File: src/rtl/tlc_pkg.sv
// Shared types and constants for the traffic-light phase scheduler.
//   tlc_state_e : scheduler phases with fixed 3-bit codes (also driven on 'phase')
//   tlc_dir_e   : road that was served last (A or B)
//   LAMPS_*     : lamp vectors per phase, ordered {ra,ya,ga,rb,yb,gb,walk}
package tlc_pkg;

  typedef enum logic [2:0] {
    A_GREEN  = 3'd0,
    A_YELLOW = 3'd1,
    ALLRED   = 3'd2,
    B_GREEN  = 3'd3,
    B_YELLOW = 3'd4,
    WALK     = 3'd5
  } tlc_state_e;

  typedef enum logic {
    DIR_A = 1'b0,
    DIR_B = 1'b1
  } tlc_dir_e;

  localparam logic [6:0] LAMPS_A_GREEN  = 7'b001_100_0;
  localparam logic [6:0] LAMPS_A_YELLOW = 7'b010_100_0;
  localparam logic [6:0] LAMPS_ALLRED   = 7'b100_100_0;
  localparam logic [6:0] LAMPS_B_GREEN  = 7'b100_001_0;
  localparam logic [6:0] LAMPS_B_YELLOW = 7'b100_010_0;
  localparam logic [6:0] LAMPS_WALK     = 7'b100_100_1;

  function automatic logic [6:0] lamps_of(input tlc_state_e s);
    logic [6:0] l;
    l = LAMPS_ALLRED;
    case (s)
      A_GREEN:  l = LAMPS_A_GREEN;
      A_YELLOW: l = LAMPS_A_YELLOW;
      ALLRED:   l = LAMPS_ALLRED;
      B_GREEN:  l = LAMPS_B_GREEN;
      B_YELLOW: l = LAMPS_B_YELLOW;
      WALK:     l = LAMPS_WALK;
      default:  l = LAMPS_ALLRED;
    endcase
    return l;
  endfunction

endpackage

File: src/rtl/tlc_phase_timer.sv
// State-duration counter for the phase scheduler.
//   clk, rst : clock, synchronous active-high reset
//   clr      : restart counting from 0 (state change)
//   cmp_val  : value compared against the current count
//   cnt_o    : current count, saturates at MAX_CNT-1
//   cmp_eq   : cnt_o == cmp_val
//   cmp_ge   : cnt_o >= cmp_val
//   at_max   : cnt_o has reached MAX_CNT-1
module tlc_phase_timer #(
  parameter int unsigned MAX_CNT = 10,
  localparam int unsigned CW = (MAX_CNT > 1) ? $clog2(MAX_CNT) : 1
) (
  input  logic          clk,
  input  logic          rst,
  input  logic          clr,
  input  logic [CW-1:0] cmp_val,
  output logic [CW-1:0] cnt_o,
  output logic          cmp_eq,
  output logic          cmp_ge,
  output logic          at_max
);

  localparam logic [CW-1:0] CNT_TOP = CW'(MAX_CNT - 1);

  logic [CW-1:0] cnt_q, cnt_d;

  always_comb begin
    cnt_d = cnt_q;
    if (clr) begin
      cnt_d = '0;
    end else if (cnt_q != CNT_TOP) begin
      cnt_d = cnt_q + 1'b1;
    end
  end

  always_ff @(posedge clk) begin
    if (rst) begin
      cnt_q <= '0;
    end else begin
      cnt_q <= cnt_d;
    end
  end

  assign cnt_o  = cnt_q;
  assign cmp_eq = (cnt_q == cmp_val);
  assign cmp_ge = (cnt_q >= cmp_val);
  assign at_max = (cnt_q == CNT_TOP);

endmodule

File: src/rtl/tlc_phase_scheduler.sv
// Timed phase scheduler for a two-road intersection with a pedestrian phase.
//   clk, rst        : clock, synchronous active-high reset
//   ta, tb          : traffic present on road A / road B
//   ped_req         : pedestrian button (level or pulse)
//   ra,ya,ga        : road A lamps
//   rb,yb,gb        : road B lamps
//   walk            : pedestrian walk lamp
//   ped_pend        : pedestrian request latched, not yet served
//   phase           : current state code
// All outputs decode registered state only.
module tlc_phase_scheduler
  import tlc_pkg::*;
#(
  parameter int unsigned GREEN_MIN = 4,
  parameter int unsigned GREEN_MAX = 10,
  parameter int unsigned YELLOW_T  = 2,
  parameter int unsigned ALLRED_T  = 1,
  parameter int unsigned WALK_T    = 3
) (
  input  logic       clk,
  input  logic       rst,
  input  logic       ta,
  input  logic       tb,
  input  logic       ped_req,
  output logic       ra,
  output logic       ya,
  output logic       ga,
  output logic       rb,
  output logic       yb,
  output logic       gb,
  output logic       walk,
  output logic       ped_pend,
  output logic [2:0] phase
);

  localparam int unsigned CW = (GREEN_MAX > 1) ? $clog2(GREEN_MAX) : 1;

  tlc_state_e    state_q, state_d;
  tlc_dir_e      last_dir_q, last_dir_d;
  logic          ped_pend_q, ped_pend_d;

  logic [CW-1:0] cmp_val;
  logic [CW-1:0] cnt;
  logic          cmp_eq, cmp_ge, at_max;
  logic          state_chg;

  // One shared comparator: the threshold depends on the current phase.
  always_comb begin
    cmp_val = '0;
    case (state_q)
      A_GREEN,  B_GREEN:  cmp_val = CW'(GREEN_MIN - 1);
      A_YELLOW, B_YELLOW: cmp_val = CW'(YELLOW_T - 1);
      ALLRED:             cmp_val = CW'(ALLRED_T - 1);
      WALK:               cmp_val = CW'(WALK_T - 1);
      default:            cmp_val = '0;
    endcase
  end

  always_comb begin
    state_d    = state_q;
    last_dir_d = last_dir_q;
    case (state_q)
      A_GREEN: begin
        if (cmp_ge && (ped_pend_q || (tb && !ta) || (tb && at_max))) begin
          state_d = A_YELLOW;
        end
      end
      B_GREEN: begin
        if (cmp_ge && (ped_pend_q || (ta && !tb) || (ta && at_max))) begin
          state_d = B_YELLOW;
        end
      end
      A_YELLOW: begin
        if (cmp_eq) begin
          state_d    = ALLRED;
          last_dir_d = DIR_A;
        end
      end
      B_YELLOW: begin
        if (cmp_eq) begin
          state_d    = ALLRED;
          last_dir_d = DIR_B;
        end
      end
      ALLRED: begin
        if (cmp_eq) begin
          if (ped_pend_q) begin
            state_d = WALK;
          end else if (last_dir_q == DIR_A) begin
            state_d = B_GREEN;
          end else begin
            state_d = A_GREEN;
          end
        end
      end
      WALK: begin
        if (cmp_eq) begin
          state_d = (last_dir_q == DIR_A) ? B_GREEN : A_GREEN;
        end
      end
      default: state_d = A_GREEN;
    endcase
  end

  assign state_chg = (state_d != state_q);

  // Entering WALK clears the request even if the button is still pressed.
  always_comb begin
    ped_pend_d = ped_pend_q;
    if (state_d == WALK && state_q != WALK) begin
      ped_pend_d = 1'b0;
    end else if (ped_req && state_q != WALK) begin
      ped_pend_d = 1'b1;
    end
  end

  always_ff @(posedge clk) begin
    if (rst) begin
      state_q    <= A_GREEN;
      last_dir_q <= DIR_A;
      ped_pend_q <= 1'b0;
    end else begin
      state_q    <= state_d;
      last_dir_q <= last_dir_d;
      ped_pend_q <= ped_pend_d;
    end
  end

  tlc_phase_timer #(
    .MAX_CNT (GREEN_MAX)
  ) u_timer (
    .clk     (clk),
    .rst     (rst),
    .clr     (state_chg),
    .cmp_val (cmp_val),
    .cnt_o   (cnt),
    .cmp_eq  (cmp_eq),
    .cmp_ge  (cmp_ge),
    .at_max  (at_max)
  );

  assign {ra, ya, ga, rb, yb, gb, walk} = lamps_of(state_q);
  assign ped_pend = ped_pend_q;
  assign phase    = state_q;

endmodule

File: config.mk
export PLATFORM = sky130hd
export DESIGN_NAME = tlc_phase_scheduler
export DESIGN_NICKNAME = d
export VERILOG_FILES = /design/src/rtl/tlc_pkg.sv /design/src/rtl/tlc_phase_timer.sv /design/src/rtl/tlc_phase_scheduler.sv
export SDC_FILE = /design/constraint.sdc
export NUM_CORES = 1
export LEC_CHECK = 0
export ABC_AREA = 1
export BUFFER_PORTS_ARGS = -buffer_cell sky130_fd_sc_hd__clkbuf_2
export CAP_MARGIN = 20
export CORE_MARGIN = 5
export CORE_UTILIZATION = 45
export CTS_CLUSTER_DIAMETER = 150
export CTS_CLUSTER_SIZE = 25
export DETAILED_ROUTE_END_ITERATION = 16
export GPL_ROUTABILITY_DRIVEN = 0
export GPL_TIMING_DRIVEN = 1
export PLACE_DENSITY = 0.74
export SLEW_MARGIN = 15
export SYNTH_ARGS = -nofsm -noshare
export SYNTH_HDL_FRONTEND = slang
export SYNTH_SLANG_ARGS = --single-unit
File: constraint.sdc
create_clock -name clk -period 2.8 [get_ports clk]
set_input_delay 0.28 -clock clk [delete_from_list [all_inputs] [get_ports clk]]
set_output_delay 0.28 -clock clk [all_outputs]
set_load 0.01 [all_outputs]
==> summary.md, run 1 <==
| Metric | Value |
|---|---|
| Most used cell along the critical path | nand2_1 |
| CP cell instances | inv_2 > nand2_2 > nor2_4 > nor3_1 > ha_1 > nand2_1 > inv_2 > nand2_2 > nand2_1 > nor2_1 > nor2_2 > and2_4 > nand2_1 > nand3_2 > nor3_2 |
| Setup Fix Bufs, Post-CTS | 0 |
| Initial core utilization | 0.474 |
| Core Util, Final | 0.551 |
| Max Cap Viol | 0 |
| CTS tree | yes |
| Fin. max-slew vios | 0 |
| Status | complete, no violations |
| Crit-path slowest cell | dfxtp_1 |
| HP Class | input port to flip-flop |
| Drc violations | 0 |
| WS Path Type | flip-flop to flip-flop |
| Hold endpoint | last_dir_q |
| Pin count of the biggest net entering global routing | 8 |
| Worst R2R Setup Slack | 0.39 ns |
| Vias in the first global route | 734 |
| Post-synthesis area per instance | 6.76 um2 |
| Mapped Area | 818 um2 |
| # IOs | 16 |
| CTS Root Cell | clkbuf_4 |
| Post-synthesis sequential area ratio | 0.220 |
| Yosys warns | 0 |
| Pre-Repair DR Iteration Count | 4 |
| Hold depth | 2 |
| Share of cells above drive strength 1 | 0.350 |
| H-tree depth | 1 |
| IO Port Bufs | 15 |
| WL per Instance | 11.2 um |
| Reg2Reg Depth | 15 |
| Congestion Overflow GR | 0 |
| Leak | 0.505 nW |
| Leading area contributor after synthesis | dfxtp_1 |
| Max frequency | 0.415 GHz |
| Area Overhead vs Synth | 16.4% |
| Initial antenna violation count | 0 |
| Startpoint Class | flip-flop |
| Fin nets | 150 |
| HP Start | rst |
| Largest stage delay, worst path | 0.49 ns |
| Rel. slew slack | 0.770 |
| Total power draw | 0.000741 W |
| Worst-margin pin slew | 0.345 ns |
| Clk buf depth | 2 |
| Finished Layout Cells | 165 |
| Die ar. | 0.00277 mm2 |
| Part of the cycle the worst path needs | 0.860 |
| Core box area | 0.00173 mm2 |
| Ant diodes | 0 |
| WP buf/inv | 2 |
| Total number of vias | 795 |
| Crit-path max FO | 6 |
| Crit path required time | 3.00 ns |
| Register bit total from synthesis | 9 |
| Area contributors post-synth | dfxtp_1 (22%), nand2_1 (12%), inv_1 (7.8%) |
| First-pass GRT wire length | 3.19 mm |
| Yosys cell types | 22 |
| Unrepaired setup endpoints after global routing | false |
| Total CTS buffers | 3 |
| RR Startpoint | phase[2] |
| RR Endpoint | u_timer.cnt_o[3] |
| Crit-path leading delay family | simple AND/OR/NAND/NOR gates |
| Mapped Cells | 121 |
| Critical Path AT | 2.60 ns |
| Setup TNS | 0 ns |
| Final setup viols | 0 |
| Clock Skews | 0.00711 ns |
| Hold slack | 0.255 ns |
| Drt total wl | 1.84 mm |
| GRT Total Usage | 0.157 |
| Power per cell area | 778 mW/mm2 |
| Chip height | 52.6 um |
| Vias per inst | 4.82 |
| Placement Rows | 15 |
| HPWL after detailed placement | 1.52 mm |
| Final Hold Fails | 0 |
| Minimum clock period | 2.41 ns |
| Die W | 52.6 um |
| Routed Antenna Nets | 0 |
| Clock latency on the worst-skew pair | 0.27 ns |
| Synth top area share | 0.220 |
| 1st-iter DRT viols | 11 |
| Syn Nets | 130 |
| Placed Cells | 161 |
| Post-CTS sizing | 0 |
| Crit path capture type | flip-flop |
| Clk sink count | 9 |
| Hold Buf Count CTS | 0 |
| Worst vdd ir | 0.355 mV |
| Clock transition at the registers of the reported paths | 0.07 ns |
## stage by stage
stage | worst slack [ns] | area, um2
floorplan | 0.650 | 818
global placement | 0.511 | 925
detailed placement | 0.407 | 925
CTS | 0.393 | 952
global route | 0.140 | 952
finish | 0.393 | 952
## worst max-delay path by stage
stage / startpoint / endpoint / depth (start not counted)
after global routing: phase[2] / u_timer.cnt_o[3] / 15
final: phase[2] / u_timer.cnt_o[3] / 15
after floorplan: phase[2] / u_timer.cnt_o[0] / 15
after global placement: phase[2] / u_timer.cnt_o[1] / 15
after detailed placement: phase[2] / u_timer.cnt_o[3] / 15
after CTS: phase[2] / u_timer.cnt_o[3] / 15
## worst reg2reg max path, cell delays in order, from the launching register on
cell and delay (ns):
dfxtp_1 0.49, inv_2 0.15, nand2_2 0.12, nor2_4 0.05, nor3_1 0.20, ha_1 0.28
nand2_1 0.13, inv_2 0.08, nand2_2 0.09, nand2_1 0.09, nor2_1 0.12, nor2_2 0.05
and2_4 0.14, nand2_1 0.07, nand3_2 0.14, nor3_2 0.13
## cell usage after synthesis
library cell and count:
nor3_1 2, nor2_4 5, clkinv_1 1, a21oi_1 6, inv_2 5, nand3_2 5, ha_1 4, nor3_2 4
o21bai_1 1, nor2_1 5, xor2_1 3, inv_1 17, o21ai_0 2, a31oi_1 1, and2_4 1, nand2_2 5
nor2_2 4, nand4_1 4, nand3_1 10, dfxtp_1 9, nand2_1 26, o21ai_2 1
## per-layer routing
metal | GRT usage | share of wire
met5 | 0 | 0
met4 | 0.0511 | 0.012
met3 | 0.0427 | 0.048
met2 | 0.258 | 0.45
met1 | 0.195 | 0.49
## sequential cells by signal (all words and copies together), names as in the netlist
| register | cells |
|---|---|
| ped_pend | 1 |
| phase | 3 |
| u_timer.cnt_o | 4 |
| last_dir_q | 1 |
## power breakdown
group,total [W],switching [W],internal (W)
Sequential,0.000188,0.0000378,0.000151
Combinational,0.000445,0.000279,0.000166
Clock,0.000108,0.0000548,0.0000529
## kinds of logic (layout without fill, tap and decap cells)
logic type | count (synthesis) | count (layout) | share of synthesized area
buf+inv | 23 | 42 | 0.106
simple gates | 71 | 71 | 0.505
xor+xnor | 3 | 3 | 0.0321
flops | 9 | 9 | 0.220
compound gates | 11 | 11 | 0.0765
fa+ha+maj | 4 | 4 | 0.0612
## layout by cell type (no fill, tap or decap), types with 2 or more instances in the layout
cell type  synthesis  layout
a21oi_1            6       6
clkbuf_2           0      15
clkbuf_4           0       3
dfxtp_1            9       9
ha_1               4       4
inv_1             17      17
inv_2              5       5
nand2_1           26      26
nand2_2            5       5
nand3_1           10      10
nand3_2            5       5
nand4_1            4       4
nor2_1             5       5
nor2_2             4       4
nor2_4             5       5
nor3_1             2       2
nor3_2             4       4
o21ai_0            2       2
xor2_1             3       3
## layout make-up
| class | count | area, um2 |
|---|---|---|
| Multi-Input combinational cell | 89 | 552 |
| Clock inverter | 1 | 5.00 |
| Inverter | 23 | 86.3 |
| Clock buffer | 3 | 22.5 |
| Sequential cell | 9 | 180 |
| Timing Repair Buffer | 15 | 75.1 |
| Tap cell | 25 | 31.3 |
| Fill cell | 179 | 774 |
Note: power is estimated with default switching activity, not from simulation.
==> run 2, diff against run 1 <==
--- a/config.mk
+++ b/config.mk
@@ -8,14 +8,14 @@
 export ABC_AREA = 1
 export BUFFER_PORTS_ARGS = -buffer_cell sky130_fd_sc_hd__clkbuf_2
 export CAP_MARGIN = 20
-export CORE_MARGIN = 5
-export CORE_UTILIZATION = 45
+export CORE_ASPECT_RATIO = 0.6
+export CORE_UTILIZATION = 35
 export CTS_CLUSTER_DIAMETER = 150
 export CTS_CLUSTER_SIZE = 25
 export DETAILED_ROUTE_END_ITERATION = 16
 export GPL_ROUTABILITY_DRIVEN = 0
 export GPL_TIMING_DRIVEN = 1
-export PLACE_DENSITY = 0.74
+export PLACE_DENSITY = 0.62
 export SLEW_MARGIN = 15
 export SYNTH_ARGS = -nofsm -noshare
 export SYNTH_HDL_FRONTEND = slang
==> summary.md, run 2 (synthesis results as in run 1) <==
| Metric | Value |
|---|---|
| Initial core utilization | 0.375 |
| Core box area | 0.00218 mm2 |
| Clock Skews | 0.00356 ns |
| Startpoint Class | flip-flop |
| Unrepaired setup endpoints after global routing | false |
| Crit path capture type | flip-flop |
| HP Start | rst |
| Placement Rows | 13 |
| WL per Instance | 10.9 um |
| Most common cell after layout, fill and taps aside | nand2_1 |
| Total number of vias | 806 |
| Clock latency on the worst-skew pair | 0.23 ns |
| Clock transition at the registers of the reported paths | 0.05 ns |
| Worst vdd ir | 0.324 mV |
| Initial antenna violation count | 0 |
| Share of cells above drive strength 1 | 0.348 |
| Ant diodes | 0 |
| RR Startpoint | phase[1] |
| Total CTS buffers | 3 |
| Setup Fix Bufs, Post-CTS | 0 |
| Vias in the first global route | 676 |
| Fin nets | 151 |
| Clk buf depth | 2 |
| Rel. slew slack | 0.739 |
| Worst R2R Setup Slack | 0.42 ns |
| Final setup viols | 0 |
| Routed Antenna Nets | 0 |
| Post-CTS sizing | 0 |
| WS Path Type | flip-flop to flip-flop |
| Hold Buf Count CTS | 0 |
| HPWL after detailed placement | 1.54 mm |
| Commonest non-fill, non-tap cells in the layout | nand2_1 (26), inv_1 (17), clkbuf_2 (15), nand3_1 (10), dfxtp_1 (9) |
| Max reg flops | 4 |
| 1st-iter DRT viols | 56 |
| Max frequency | 0.419 GHz |
| Reg2Reg Depth | 15 |
| Crit path required time | 2.95 ns |
| RR Endpoint | u_timer.cnt_o[2] |
| CTS Root Cell | clkbuf_8 |
| IO Port Bufs | 15 |
| Max Cap Viol | 0 |
| Drt total wl | 1.86 mm |
| Minimum clock period | 2.38 ns |
| HP Class | input port to flip-flop |
| First-pass GRT wire length | 3.08 mm |
| Total power draw | 0.000789 W |
| Chip height | 39.5 um |
| Congestion Overflow GR | 0 |
| Pre-Repair DR Iteration Count | 4 |
| Final Hold Fails | 0 |
| Crit-path max FO | 6 |
| # IOs | 16 |
| Leak | 0.516 nW |
| Critical Path AT | 2.54 ns |
| Setup TNS | 0 ns |
| GRT Total Usage | 0.165 |
| CTS tree | yes |
| Drc violations | 0 |
| Power per cell area | 803 mW/mm2 |
| Part of the cycle the worst path needs | 0.851 |
| Hold endpoint | last_dir_q |
| Pin count of the biggest net entering global routing | 8 |
| Hold depth | 2 |
| Area Overhead vs Synth | 20.2% |
| Clk sink count | 9 |
| Vias per inst | 4.71 |
| # fillers | 235 |
| Die ar. | 0.00254 mm2 |
| Worst-margin pin slew | 0.391 ns |
| H-tree depth | 1 |
| Status | complete, no violations |
| Fin. max-slew vios | 0 |
| Die W | 64.4 um |
[run 2: cell count changes in the layout (fill, tap and decap cells not counted), sizes merged]
cell / before / now
clkinv: 2 / 1
buf: 0 / 1
clkbuf: 18 / 19
[run 2: power breakdown]
group	switching (W)	total (W)	internal, W	leakage [nW]
registers	0.0000427	0.000194	0.000151	0.0734
clock network	0.0000510	0.000150	0.0000992	0.0228
logic	0.000280	0.000445	0.000165	0.419
[run 2: metal layers]
layer  GRT usage  vias to the layer above  wire (um)
li1            -                      428          -
met1       0.247                      356        989
met2       0.234                       20        710
met3      0.0262                        2        143
met4      0.0500                        0         18
met5           0                        -          0
[run 2: worst max-delay path: stages, from the launching register on]
cell,delay [ns]
dfxtp_1,0.50
inv_2,0.15
nand2_2,0.11
nor2_4,0.05
nor3_1,0.18
ha_1,0.26
nand2_1,0.12
inv_2,0.08
nand2_2,0.08
nand2_1,0.08
nor2_1,0.13
nor2_2,0.05
and2_4,0.14
nand2_1,0.07
nand3_2,0.14
nor3_2,0.15
[run 2: cell type report]
class / count / area (um2) / share of cell area
Clock buffer: 4 / 45.0 / 0.0458
Sequential cell: 9 / 180 / 0.183
Timing Repair Buffer: 16 / 82.6 / 0.0840
Multi-Input combinational cell: 89 / 552 / 0.561
Inverter: 23 / 86.3 / 0.0878
Tap cell: 30 / 37.5 / 0.0382
[run 2: how the worst max path moves through the flow]
| stage | start | end | slack [ns] |
|---|---|---|---|
| 6_report | phase[1] | u_timer.cnt_o[2] | 0.42 |
| 5_1_grt | phase[1] | u_timer.cnt_o[2] | 0.18 |
| 3_5_place_dp | phase[1] | u_timer.cnt_o[2] | 0.45 |
| 4_1_cts | phase[1] | u_timer.cnt_o[2] | 0.43 |
| 3_3_place_gp | phase[1] | u_timer.cnt_o[2] | 0.52 |
| 2_1_floorplan | phase[2] | u_timer.cnt_o[0] | 0.65 |
[run 2: per-stage QoR]
| step | hold WS [ns] | cell area [um2] | utilization | setup WS (ns) | std cells |
|---|---|---|---|---|---|
| after CTS | 0.290 | 983 | 0.451 | 0.428 | 171 |
| after detailed placement | 0.506 | 938 | 0.431 | 0.451 | 167 |
| after floorplan | 0.349 | 818 | - | 0.650 | 121 |
| after global routing | 0.298 | 983 | 0.451 | 0.182 | 171 |
| final | 0.292 | 983 | 0.451 | 0.416 | 171 |
| after global placement | 0.501 | 938 | 0.431 | 0.523 | 167 |
==> run 3, diff against run 2 <==
--- a/config.mk
+++ b/config.mk
@@ -8,14 +8,16 @@
 export ABC_AREA = 1
 export BUFFER_PORTS_ARGS = -buffer_cell sky130_fd_sc_hd__clkbuf_2
 export CAP_MARGIN = 20
+export CELL_PAD_IN_SITES_DETAIL_PLACEMENT = 0
+export CELL_PAD_IN_SITES_GLOBAL_PLACEMENT = 2
 export CORE_ASPECT_RATIO = 0.6
-export CORE_UTILIZATION = 35
+export CORE_UTILIZATION = 29
 export CTS_CLUSTER_DIAMETER = 150
 export CTS_CLUSTER_SIZE = 25
 export DETAILED_ROUTE_END_ITERATION = 16
 export GPL_ROUTABILITY_DRIVEN = 0
 export GPL_TIMING_DRIVEN = 1
-export PLACE_DENSITY = 0.62
+export PLACE_DENSITY = 0.84
 export SLEW_MARGIN = 15
 export SYNTH_ARGS = -nofsm -noshare
 export SYNTH_HDL_FRONTEND = slang
==> summary.md, run 3 (synthesis results as in run 1) <==
| Metric | Value |
|---|---|
| Status | finished, violations left |
| Failing checks | DRC |
| CTS Root Cell | clkbuf_8 |
| Total number of vias | 814 |
| Crit path required time | 2.96 ns |
| Commonest non-fill, non-tap cells in the layout | nand2_1 (26), inv_1 (17), clkbuf_2 (15), nand3_1 (10), dfxtp_1 (9) |
| Vias per inst | 4.71 |
| Crit-path max FO | 6 |
| Fin. max-slew vios | 0 |
| Leak | 0.518 nW |
| Max reg flops | 4 |
| WS Path Type | flip-flop to flip-flop |
| Final Hold Fails | 0 |
| Die ar. | 0.00304 mm2 |
| Area Overhead vs Synth | 20.6% |
| Congestion Overflow GR | 0 |
| Rel. slew slack | 0.783 |
| Initial antenna violation count | 0 |
| Finished Layout Cells | 173 |
| Clock Skews | 0.00247 ns |
| Die W | 70.6 um |
| Drc violations | 4 |
| Drt total wl | 2.09 mm |
| Placement Rows | 14 |
| Ant diodes | 0 |
| Unrepaired setup endpoints after global routing | false |
| IO Port Bufs | 15 |
| Crit path capture type | flip-flop |
| Routed Antenna Nets | 0 |
| Clock latency on the worst-skew pair | 0.24 ns |
| Part of the cycle the worst path needs | 0.830 |
| Clock transition at the registers of the reported paths | 0.05 ns |
| HP Class | input port to flip-flop |
| Placed Cells | 169 |
| Core box area | 0.00259 mm2 |
| Total CTS buffers | 3 |
| Pre-Repair DR Iteration Count | 10 |
| # fillers | 300 |
| WL per Instance | 12.1 um |
| Chip height | 43.1 um |
| Max Cap Viol | 0 |
| Minimum clock period | 2.32 ns |
| 1st-iter DRT viols | 56 |
| Core Util, Final | 0.381 |
| Pin count of the biggest net entering global routing | 8 |
| GRT Total Usage | 0.159 |
| Hold Buf Count CTS | 0 |
| Worst-margin pin slew | 0.325 ns |
| # IOs | 16 |
| HPWL after detailed placement | 1.71 mm |
| Vias in the first global route | 721 |
| Initial core utilization | 0.316 |
| H-tree depth | 1 |
| Setup Fix Bufs, Post-CTS | 0 |
| Final setup viols | 0 |
| Max frequency | 0.430 GHz |
| Critical Path AT | 2.49 ns |
| Setup TNS | 0 ns |
| Fin nets | 151 |
| First-pass GRT wire length | 3.54 mm |
| Startpoint Class | flip-flop |
| CTS tree | yes |
| Post-CTS sizing | 0 |
| Worst vdd ir | 0.304 mV |
| Most common cell after layout, fill and taps aside | nand2_1 |
| Share of cells above drive strength 1 | 0.355 |
| Clk sink count | 9 |
| Clk buf depth | 2 |
| Power per cell area | 815 mW/mm2 |
## run 3: cell count changes in the layout (fill, tap and decap cells not counted)
cell	before	now
clkbuf_1	1	0
clkinv_2	0	1
## run 3: metrics by stage
stage | hold slack, ns | power, W | setup WS, ns | instance area (um2)
after global placement | 0.496 | 0.000640 | 0.554 | 941
final | 0.307 | 0.000804 | 0.476 | 987
after detailed placement | 0.492 | 0.000650 | 0.498 | 941
after global routing | 0.326 | 0.000876 | 0.219 | 987
after floorplan | 0.349 | 0.000541 | 0.650 | 818
after CTS | 0.318 | 0.000810 | 0.472 | 987
## run 3: area by class of cell
cell class	count	area (um2)	area share
clock buffer	3	41.3	0.0418
sequential	9	180	0.183
clock inverter	1	5.00	0.00507
inverter	23	86.3	0.0875
multi-input combinational	89	552	0.559
timing repair buffer	16	82.6	0.0837
tap	32	40.0	0.0406
## run 3: where the power goes
group | leakage (nW) | switching [W] | total (W) | internal, W
combinational | 0.419 | 0.000291 | 0.000457 | 0.000166
clock | 0.0255 | 0.0000603 | 0.000158 | 0.0000978
sequential | 0.0734 | 0.0000386 | 0.000189 | 0.000151
total | 0.518 | 0.000390 | 0.000804 | 0.000414
## run 3: worst max-delay path, stage by stage, from the launching register on
cell and delay (ns):
dfxtp_1 0.47, inv_2 0.13, nand2_2 0.10, nor2_4 0.05, nor3_1 0.19, ha_1 0.27, nand2_1 0.13, inv_2 0.08
nand2_2 0.10, nand2_1 0.10, nor2_1 0.12, nor2_2 0.05, and2_4 0.14, nand2_1 0.06, nand3_2 0.13, nor3_2 0.13
## run 3: worst paths after layout
check                           cells past startpoint                to  slack [ns]  startpoint
worst min-delay path                                2          phase[1]        0.31         rst
worst max register to register                     15  u_timer.cnt_o[1]        0.48    phase[1]
worst min register to register                      2        last_dir_q        0.50  last_dir_q
worst max-delay path                               15  u_timer.cnt_o[1]        0.48    phase[1]
## run 3: layer usage
layer	vias up	track usage	share of wire
met1	371	0.249	0.57
li1	425	-	-
met5	-	0	0
met4	0	0.0480	0.010
met3	2	0.0451	0.038
met2	16	0.202	0.38
